`config.mk`:
```
export PLATFORM = sky130hd
export DESIGN_NAME = i2s_master_tx
export DESIGN_NICKNAME = d
export VERILOG_FILES = /design/src/rtl/i2s_pkg.sv /design/src/rtl/i2s_frame_fifo.sv /design/src/rtl/i2s_master_tx.sv
export SDC_FILE = /design/constraint.sdc
export NUM_CORES = 1
export LEC_CHECK = 0
export CAP_MARGIN = 10
export CORE_MARGIN = 3
export CORE_UTILIZATION = 54
export CTS_BUF_LIST = sky130_fd_sc_hd__clkbuf_16
export CTS_CLUSTER_SIZE = 24
export DETAILED_ROUTE_END_ITERATION = 8
export PLACE_DENSITY = 0.79
export SKIP_CTS_REPAIR_TIMING = 1
export SLEW_MARGIN = 20
export SYNTH_ARGS = -nofsm -noshare
export SYNTH_HDL_FRONTEND = slang
export SYNTH_SLANG_ARGS = --single-unit
```
`constraint.sdc`:
```
create_clock -name OSC -period 2.9 [get_ports OSC]
set_clock_uncertainty 0.1 [all_clocks]
set_input_delay 0.435 -clock OSC [delete_from_list [all_inputs] [get_ports OSC]]
set_output_delay 0.435 -clock OSC [all_outputs]
set_load 0.05 [all_outputs]
```
`src/rtl/i2s_pkg.sv`:
```
// Shared constants for the i2s_rx / i2s_tx / i2s_master_tx family:
// default sample width, frame-counter layout and slot-index helpers.
package i2s_pkg;
    localparam int I2S_BITSIZE_DEF = 16;
    localparam int I2S_CNT_W       = 8;
    localparam int I2S_BCLK_BIT    = 1;
    localparam int I2S_SLOT_LSB    = 2;
    localparam int I2S_SLOT_MSB    = 6;
    localparam int I2S_LR_BIT      = 7;
    localparam int I2S_SLOT_W      = I2S_SLOT_MSB - I2S_SLOT_LSB + 1;
    localparam logic [I2S_CNT_W-1:0] I2S_CNT_LAST = '1;

    // Data slots are 1..bitsize; slot 0 is the one-BCLK delay after DACLRC flips.
    function automatic logic slot_has_data(input logic [I2S_SLOT_W-1:0] slot, input int bitsize);
        return (slot != '0) && (int'(slot) <= bitsize);
    endfunction
endpackage

```
`src/rtl/i2s_frame_fifo.sv`:
```
// Stereo-frame FIFO; pointers carry one extra wrap bit to separate full from empty.
module i2s_frame_fifo #(
    parameter int WIDTH = 32,
    parameter int DEPTH = 4
) (
    input  logic             i_clk,
    input  logic             i_rst_n,
    input  logic             i_push,
    input  logic [WIDTH-1:0] i_wdata,
    input  logic             i_pop,
    output logic [WIDTH-1:0] o_rdata,
    output logic             o_full,
    output logic             o_empty
);
    localparam int AW = $clog2(DEPTH);

    logic [AW:0]      r_wp, r_rp;
    logic [WIDTH-1:0] r_mem [DEPTH];
    logic             w_do_push, w_do_pop;

    assign o_empty   = (r_wp == r_rp);
    assign o_full    = (r_wp[AW] != r_rp[AW]) && (r_wp[AW-1:0] == r_rp[AW-1:0]);
    assign w_do_push = i_push && !o_full;
    assign w_do_pop  = i_pop && !o_empty;
    assign o_rdata   = r_mem[r_rp[AW-1:0]];

    always_ff @(posedge i_clk or negedge i_rst_n) begin
        if (!i_rst_n) begin
            r_wp <= '0;
            r_rp <= '0;
        end else begin
            if (w_do_push) r_wp <= r_wp + {{AW{1'b0}}, 1'b1};
            if (w_do_pop)  r_rp <= r_rp + {{AW{1'b0}}, 1'b1};
        end
    end

    always_ff @(posedge i_clk) begin
        if (w_do_push) r_mem[r_wp[AW-1:0]] <= i_wdata;
    end
endmodule

```
`src/rtl/i2s_master_tx.sv`:
```
// I2S master transmitter: OSC/4 bit clock, 64-BCLK frames, frame FIFO in front.
// Optional macro I2S_UNDERRUN_CNT_EN adds a saturating 16-bit underrun_count output.
module i2s_master_tx
    import i2s_pkg::*;
#(
    parameter int BITSIZE    = I2S_BITSIZE_DEF,
    parameter int FIFO_DEPTH = 4
) (
    input  logic               OSC,
    input  logic               RESET,
    input  logic [BITSIZE-1:0] left_chan,
    input  logic [BITSIZE-1:0] right_chan,
    input  logic               valid,
    output logic               ready,
    output logic               MCLK,
    output logic               BCLK,
    output logic               DACLRC,
    output logic               DACDAT,
    output logic               underrun
`ifdef I2S_UNDERRUN_CNT_EN
    ,
    output logic [15:0]        underrun_count
`endif
);
    localparam int FW = 2 * BITSIZE;

    logic [I2S_CNT_W-1:0]  r_cnt;
    logic [I2S_SLOT_W-1:0] w_slot;
    logic                  w_wrap, w_bclk_fall, w_data_slot;
    logic                  w_push, w_full, w_empty;
    logic                  r_rdy_en, r_dacdat, r_underrun;
    logic [FW-1:0]         w_fifo_q, r_shreg;

    assign w_wrap      = (r_cnt == I2S_CNT_LAST);
    assign w_bclk_fall = (r_cnt[I2S_BCLK_BIT:0] == '1);
    // Slot index that cnt will hold after this BCLK falling edge.
    assign w_slot      = r_cnt[I2S_SLOT_MSB:I2S_SLOT_LSB] + {{(I2S_SLOT_W-1){1'b0}}, 1'b1};
    assign w_data_slot = slot_has_data(w_slot, BITSIZE);

    assign ready    = r_rdy_en && !w_full;
    assign w_push   = valid && ready;
    assign MCLK     = r_cnt[I2S_BCLK_BIT];
    assign BCLK     = r_cnt[I2S_BCLK_BIT];
    assign DACLRC   = r_cnt[I2S_LR_BIT];
    assign DACDAT   = r_dacdat;
    assign underrun = r_underrun;

    i2s_frame_fifo #(
        .WIDTH (FW),
        .DEPTH (FIFO_DEPTH)
    ) u_fifo (
        .i_clk   (OSC),
        .i_rst_n (RESET),
        .i_push  (w_push),
        .i_wdata ({left_chan, right_chan}),
        .i_pop   (w_wrap),
        .o_rdata (w_fifo_q),
        .o_full  (w_full),
        .o_empty (w_empty)
    );

    // Left word sits in the upper half, so shifting only on data slots walks
    // through left MSB..LSB and then right MSB..LSB.
    always_ff @(posedge OSC or negedge RESET) begin
        if (!RESET) begin
            r_cnt      <= '0;
            r_rdy_en   <= 1'b0;
            r_shreg    <= '0;
            r_dacdat   <= 1'b0;
            r_underrun <= 1'b0;
        end else begin
            r_cnt      <= r_cnt + {{(I2S_CNT_W-1){1'b0}}, 1'b1};
            r_rdy_en   <= 1'b1;
            r_underrun <= w_wrap && w_empty;
            if (w_bclk_fall)
                r_dacdat <= w_data_slot ? r_shreg[FW-1] : 1'b0;
            if (w_wrap)
                r_shreg <= w_empty ? '0 : w_fifo_q;
            else if (w_bclk_fall && w_data_slot)
                r_shreg <= {r_shreg[FW-2:0], 1'b0};
        end
    end

`ifdef I2S_UNDERRUN_CNT_EN
    logic [15:0] r_ur_cnt;

    always_ff @(posedge OSC or negedge RESET) begin
        if (!RESET)
            r_ur_cnt <= '0;
        else if (w_wrap && w_empty && (r_ur_cnt != 16'hFFFF))
            r_ur_cnt <= r_ur_cnt + 16'd1;
    end

    assign underrun_count = r_ur_cnt;
`endif
endmodule

```
# Word level (Yosys, flattened, before mapping)
# Memory sizes are Yosys's and may differ from the RTL's.
# Index checks and enable logic that the tools add are counted.
dict set report op_classes {
  n_addsub 4
  magnitude_cmp 1
  n_eq_ne 5
  muxes 6
  n_reduce_logical 12
}
# cell n
set ops {}
lappend ops {{$mux 32} 3}
lappend ops {{$add 8x1->8 const B} 1}
lappend ops {{$eq 8x8->1 const B} 1}
lappend ops {{$logic_and 1x1->1} 8}
lappend ops {{$add 3x1->3 const B} 2}
lappend ops {{$add 5x1->5 const B} 1}
lappend ops {{$le 5x5->1 const B} 1}
lappend ops {{$reduce_bool 5->1} 1}
lappend ops {{$eq 3x3->1} 1}
lappend ops {{$mux 1} 3}
lappend ops {{$eq 2x2->1} 1}
lappend ops {{$eq 2x2->1 const B} 1}
lappend ops {{$logic_not 1->1} 2}
lappend ops {{$reduce_bool 2->1} 1}
lappend ops {{$ne 1x1->1} 1}
dict set report word_totals {
  regBits 49
  mem_bits_rw 128
  in_bits 35
  out_inout_bits 6
  word_cells 36
  memories 1
}
# memory depth word_bits read_ports rd_clocked_by_memory_dff wr line_no
set memory_table {}
lappend memory_table {u_fifo.r_mem 4 32 1 0 1 i2s_frame_fifo.sv:18} ;# logic [WIDTH-1:0] r_mem [DEPTH];

# Logic depth before layout (Yosys ltp)
dict set report logic_depth {
  ltp_word 8
  mapped_depth 7
}

# Modules after synthesis
# Synthesis repeated with hierarchy kept, for this count alone.
dict set report unflattened {
  cells_unflattened 395
  hier_area_um2 7343.3
}
# module instances cells_each area_each_um2 seq_area_each_um2
set by_module_without_submodules {}
lappend by_module_without_submodules {i2s_frame_fifo 1 216 5077.4 3993.8}
lappend by_module_without_submodules {i2s_master_tx 1 179 2265.9 1076.0}

# Least setup slack after synthesis
# No wires, ideal clock.
dict set report synth_timing {
  path_type {flip-flop to flip-flop}
  start {register u_fifo.r_rp[0]}
  end {memory u_fifo.r_mem[3][0] (enable)}
  arrival_ps 1916
  required_time_ps 2406
  slack_ps 490
  path_stages_with_launch 5
  path_buffers 1
  synth_period_minus_slack_ps 2410
  path_cell_list {dfrtp_1 -> buf_6 -> xnor2_4 -> a31oi_1 -> and2_1}
}
dict set report synth_between {
  elab_chain_cells 8
}
# item line_no
set synth_lines {}
lappend synth_lines {{start: declaration} i2s_frame_fifo.sv:17} ;# logic [AW:0] r_wp, r_rp;
lappend synth_lines {{start signal: assignment} i2s_frame_fifo.sv:33} ;# if (w_do_pop) r_rp <= r_rp + {{AW{1'b0}}, 1'b1};
lappend synth_lines {{$eq 2x2->1 (*)} i2s_frame_fifo.sv:22} ;# assign o_full = (r_wp[AW] != r_rp[AW]) && (r_wp[AW-1:0] == r_rp[AW-1:0]);
lappend synth_lines {{$logic_and 1x1->1 (*)} i2s_frame_fifo.sv:22}
lappend synth_lines {{$logic_not 1->1 (*)} {i2s_frame_fifo.sv:23, i2s_master_tx.sv:40}}
lappend synth_lines {{$logic_and 1x1->1} i2s_master_tx.sv:40} ;# assign ready = r_rdy_en && !w_full;
lappend synth_lines {{$logic_and 1x1->1} i2s_master_tx.sv:41} ;# assign w_push = valid && ready;
lappend synth_lines {{$logic_and 1x1->1 (*)} i2s_frame_fifo.sv:23} ;# assign w_do_push = i_push && !o_full;
lappend synth_lines {{$mux 1 (*)} i2s_frame_fifo.sv:38} ;# if (w_do_push) r_mem[r_wp[AW-1:0]] <= i_wdata;
lappend synth_lines {{$mux 1 (implied by the code) (*)} i2s_frame_fifo.sv:38}
lappend synth_lines {{end: declaration} i2s_frame_fifo.sv:18}
# Mark *: on every way between the ends. The rest lies on a longest branch, timed or not.

# Final worst setup path
dict set report layout_timing {
  start {register u_fifo.r_rp[0]}
  end {output port ready}
}
dict set report layout_between {
  elab_chain_cells 4
}
# item line_no
set layout_lines {}
lappend layout_lines {{$eq 2x2->1} i2s_frame_fifo.sv:22}
lappend layout_lines {{$logic_and 1x1->1} i2s_frame_fifo.sv:22}
lappend layout_lines {{$logic_not 1->1} i2s_master_tx.sv:40}
lappend layout_lines {{$logic_and 1x1->1} i2s_master_tx.sv:40}
lappend layout_lines {{end: declaration} i2s_master_tx.sv:14} ;# output logic ready,
# No other way between the ends.

==> flow_summary.toml <==
[outcome]
status = "finished, final reports clean"

[logic_synthesis]
syn_area_per_cell_um2 = 19.9
netlist_instances = 345
syn-num-nets = 386
syn_area_mm2 = 0.00687
synth.distinct_cells = 29
ys_warn_count = 0
ys_seq_elements = 177
yosysSeqAreaShare_pct = 73.8

[sta]
tns_ns = 0
rsz0062_at_grt = "no"
tightest_slew_ns = 0.723
hold_viol = 0
relSlewSlack_pct = 51.8
finalSetupViolCount = 0
worst_slack_ns = 0.696
drv_slew = 0
layout_worst_path_cycle_share_pct = 76.0
post-route-min-period_ns = 2.20
hold-worst-slack_ns = 0.385
fmax_mhz = 454

[critical_path]
worstSetupEndpointType = "output port"
r2r-start = "r_cnt[1]"
worstPathArrival_ns = 1.67
crit_type = "flop to output port"
worst_setup_path_start_kind = "flop"
worstPathMaxFanout = 9
cp-endpoint = "ready"
r2r_slack_ns = 0.73
r2r-end = "u_fifo.r_rp[1]"
cp.required_ns = 2.37
reg2reg_depth = 5
crit_start = "u_fifo.r_rp[0]"

[power]
p_seq_share_pct = 55.0
p_int_mw = 4.29
vdd_drop_max_uv = 513
switching_power_mw = 1.18
p_leak_nw = 2.91
clkPwrFrac_pct = 36.9
power.density_mw_per_mm2 = 680
switching_share_pct = 21.6
pwr-share-comb_pct = 8.1

[placement]
gp_congestion = 0.716
dpl.hpwl_um = 6610
placed_cell_area_mm2 = 0.00751
io_buffer_count = 40
dpl_worst_slack_ns = 0.572

[drt]
wl_per_cell_um = 20.3
first_iter_violations = 257
antenna_left = 0
route.detailed.drc = 0
vias = 3315
firstDrtPassIters = 4
avgViaCountPerCell = 5.75
wirelength_um = 11700

[grt]
grt_max_degree = 35
overflow = 0
antenna_found_initial = 0
first_global_vias = 3530
grt.total_usage_pct = 17.9
grt_first_pass_wirelength_um = 18700

[clock_tree]
numCtsBuffers = 17
cts_tree = "yes"
clock_latency_ns = 0.42
htreeDepth = 4
cts-root-buf = "clkbuf_16"
cts.path.max_buffers = 2
cts_sinks = 177
path_clk_slew_ns = 0.06

[cells_and_area]
layout.nets = 438
design_area_mm2 = 0.00805
layout-drive-gt1-share_pct = 15.9
area_growth_syn_to_layout_pct = 17.2
diodes = 0

[floorplanning]
die_x_um = 119
die-height_um = 119
dieArea_mm2 = 0.0141
ios = 41
initial_core_util_pct = 56.2
row_count = 40
core-area_mm2 = 0.0122

[worst_hold_path]
holdCritPathClass = "flop to flop"

[job]
drv_cap = 0
==> power groups by stage <==
stage	sequential, mW	combinational (mW)	clock [mW]
final	3.01	0.444	2.02
after global routing	3.02	0.484	2.17
after CTS	3.01	0.454	2.06
after detailed placement	3.06	0.448	0
after global placement	3.05	0.428	0
after floorplan	3.05	0.235	0
==> critical path, cell delays in order (launching register included) <==
cell	delay (ns)
dfrtp_2	0.55
xnor2_4	0.21
a31oi_1	0.31
buf_12	0.18
==> cell type report <==
cell class                 instances  area, µm²
tap                              168        210
clock buffer                      17        425
inverter                           5       18.8
timing repair buffer              52        573
fill                             847       4160
sequential                       177       5070
multi-input combinational        144       1650
clock inverter                    14        100
==> Yosys cell counts <==
library cell | n | area share [%]
xnor2_1 | 5 | 0.64
buf_6 | 6 | 0.98
nand2_1 | 6 | 0.33
clkbuf_4 | 1 | 0.11
nor2_1 | 5 | 0.27
and2_1 | 35 | 3.2
mux2_2 | 1 | 0.16
xnor2_2 | 1 | 0.24
a31oi_1 | 2 | 0.18
buf_4 | 2 | 0.22
nand4_1 | 1 | 0.091
dfrtp_1 | 49 | 18
a221o_1 | 31 | 4.5
edfxtp_1 | 128 | 56
mux4_1 | 11 | 4.2
xnor2_4 | 1 | 0.40
buf_2 | 1 | 0.073
a22o_1 | 1 | 0.13
ha_1 | 6 | 1.1
mux4_2 | 21 | 6.9
and3_1 | 1 | 0.091
nand3b_2 | 1 | 0.16
o21ai_0 | 2 | 0.15
inv_1 | 5 | 0.27
nand3_1 | 5 | 0.36
xor2_1 | 6 | 0.77
clkbuf_1 | 9 | 0.49
conb_1 | 1 | 0.055
nor2b_1 | 1 | 0.091
==> kinds of logic (layout without fill, tap and decap cells) <==
| family | count (synthesis) | after routing | share of synthesized area [%] |
|---|---|---|---|
| flops | 177 | 177 | 73.8 |
| simple gates | 55 | 55 | 4.59 |
| compound gates | 36 | 36 | 4.97 |
| mux | 33 | 33 | 11.3 |
| buf+inv | 24 | 88 | 2.15 |
| xor+xnor | 13 | 13 | 2.04 |
| fa+ha+maj | 6 | 6 | 1.09 |
| other cells | 1 | 1 | 0.0546 |
==> sequential cells by signal (all words and copies together), names as in the netlist <==
register,flops
u_fifo.r_rp,3
u_fifo.r_wp,3
r_cnt,8
r_rdy_en,1
u_fifo.r_mem,128
DACDAT,1
underrun,1
r_shreg,32
==> routing by layer <==
metal	up-vias	global-route usage [%]	share of wire, %
met5	-	0	0
met4	0	7.82	0.97
met3	8	5.36	5.7
met2	103	30.4	54
met1	1717	21.4	39
li1	1487	-	-
==> per-stage QoR <==
stage               instances  util, %  total power, mW
finish                    577     65.9             5.47
detailed placement        545     61.5             3.51
floorplan                 345        -             3.28
global placement          545     61.5             3.48
global route              577     65.9             5.68
CTS                       576     65.8             5.52
==> placed cells by master, fill, tap and decap left out, types with 2 or more instances in the layout <==
master,n
clkdlybuf4s50_1,38
nand2_1,6
xnor2_1,5
nand3_1,5
buf_4,5
mux4_2,21
buf_12,7
xor2_1,6
clkinvlp_4,2
ha_1,6
nor2_1,4
and2_1,35
a31oi_1,2
clkinv_1,4
clkinv_2,3
edfxtp_1,128
mux4_1,11
dfrtp_1,48
a221o_1,31
inv_1,7
clkbuf_16,17
o21ai_0,2
==> worst min path at each step <==
stage,from,cells after the start,end
global route,r_cnt[4],1,r_cnt[4]
floorplan,RESET,0,DACDAT
finish,r_cnt[4],1,r_cnt[4]
CTS,RESET,1,r_shreg[19]
detailed placement,r_cnt[4],1,r_cnt[4]
global placement,r_cnt[0],1,r_cnt[0]
Power figures use the tool's default switching activity.
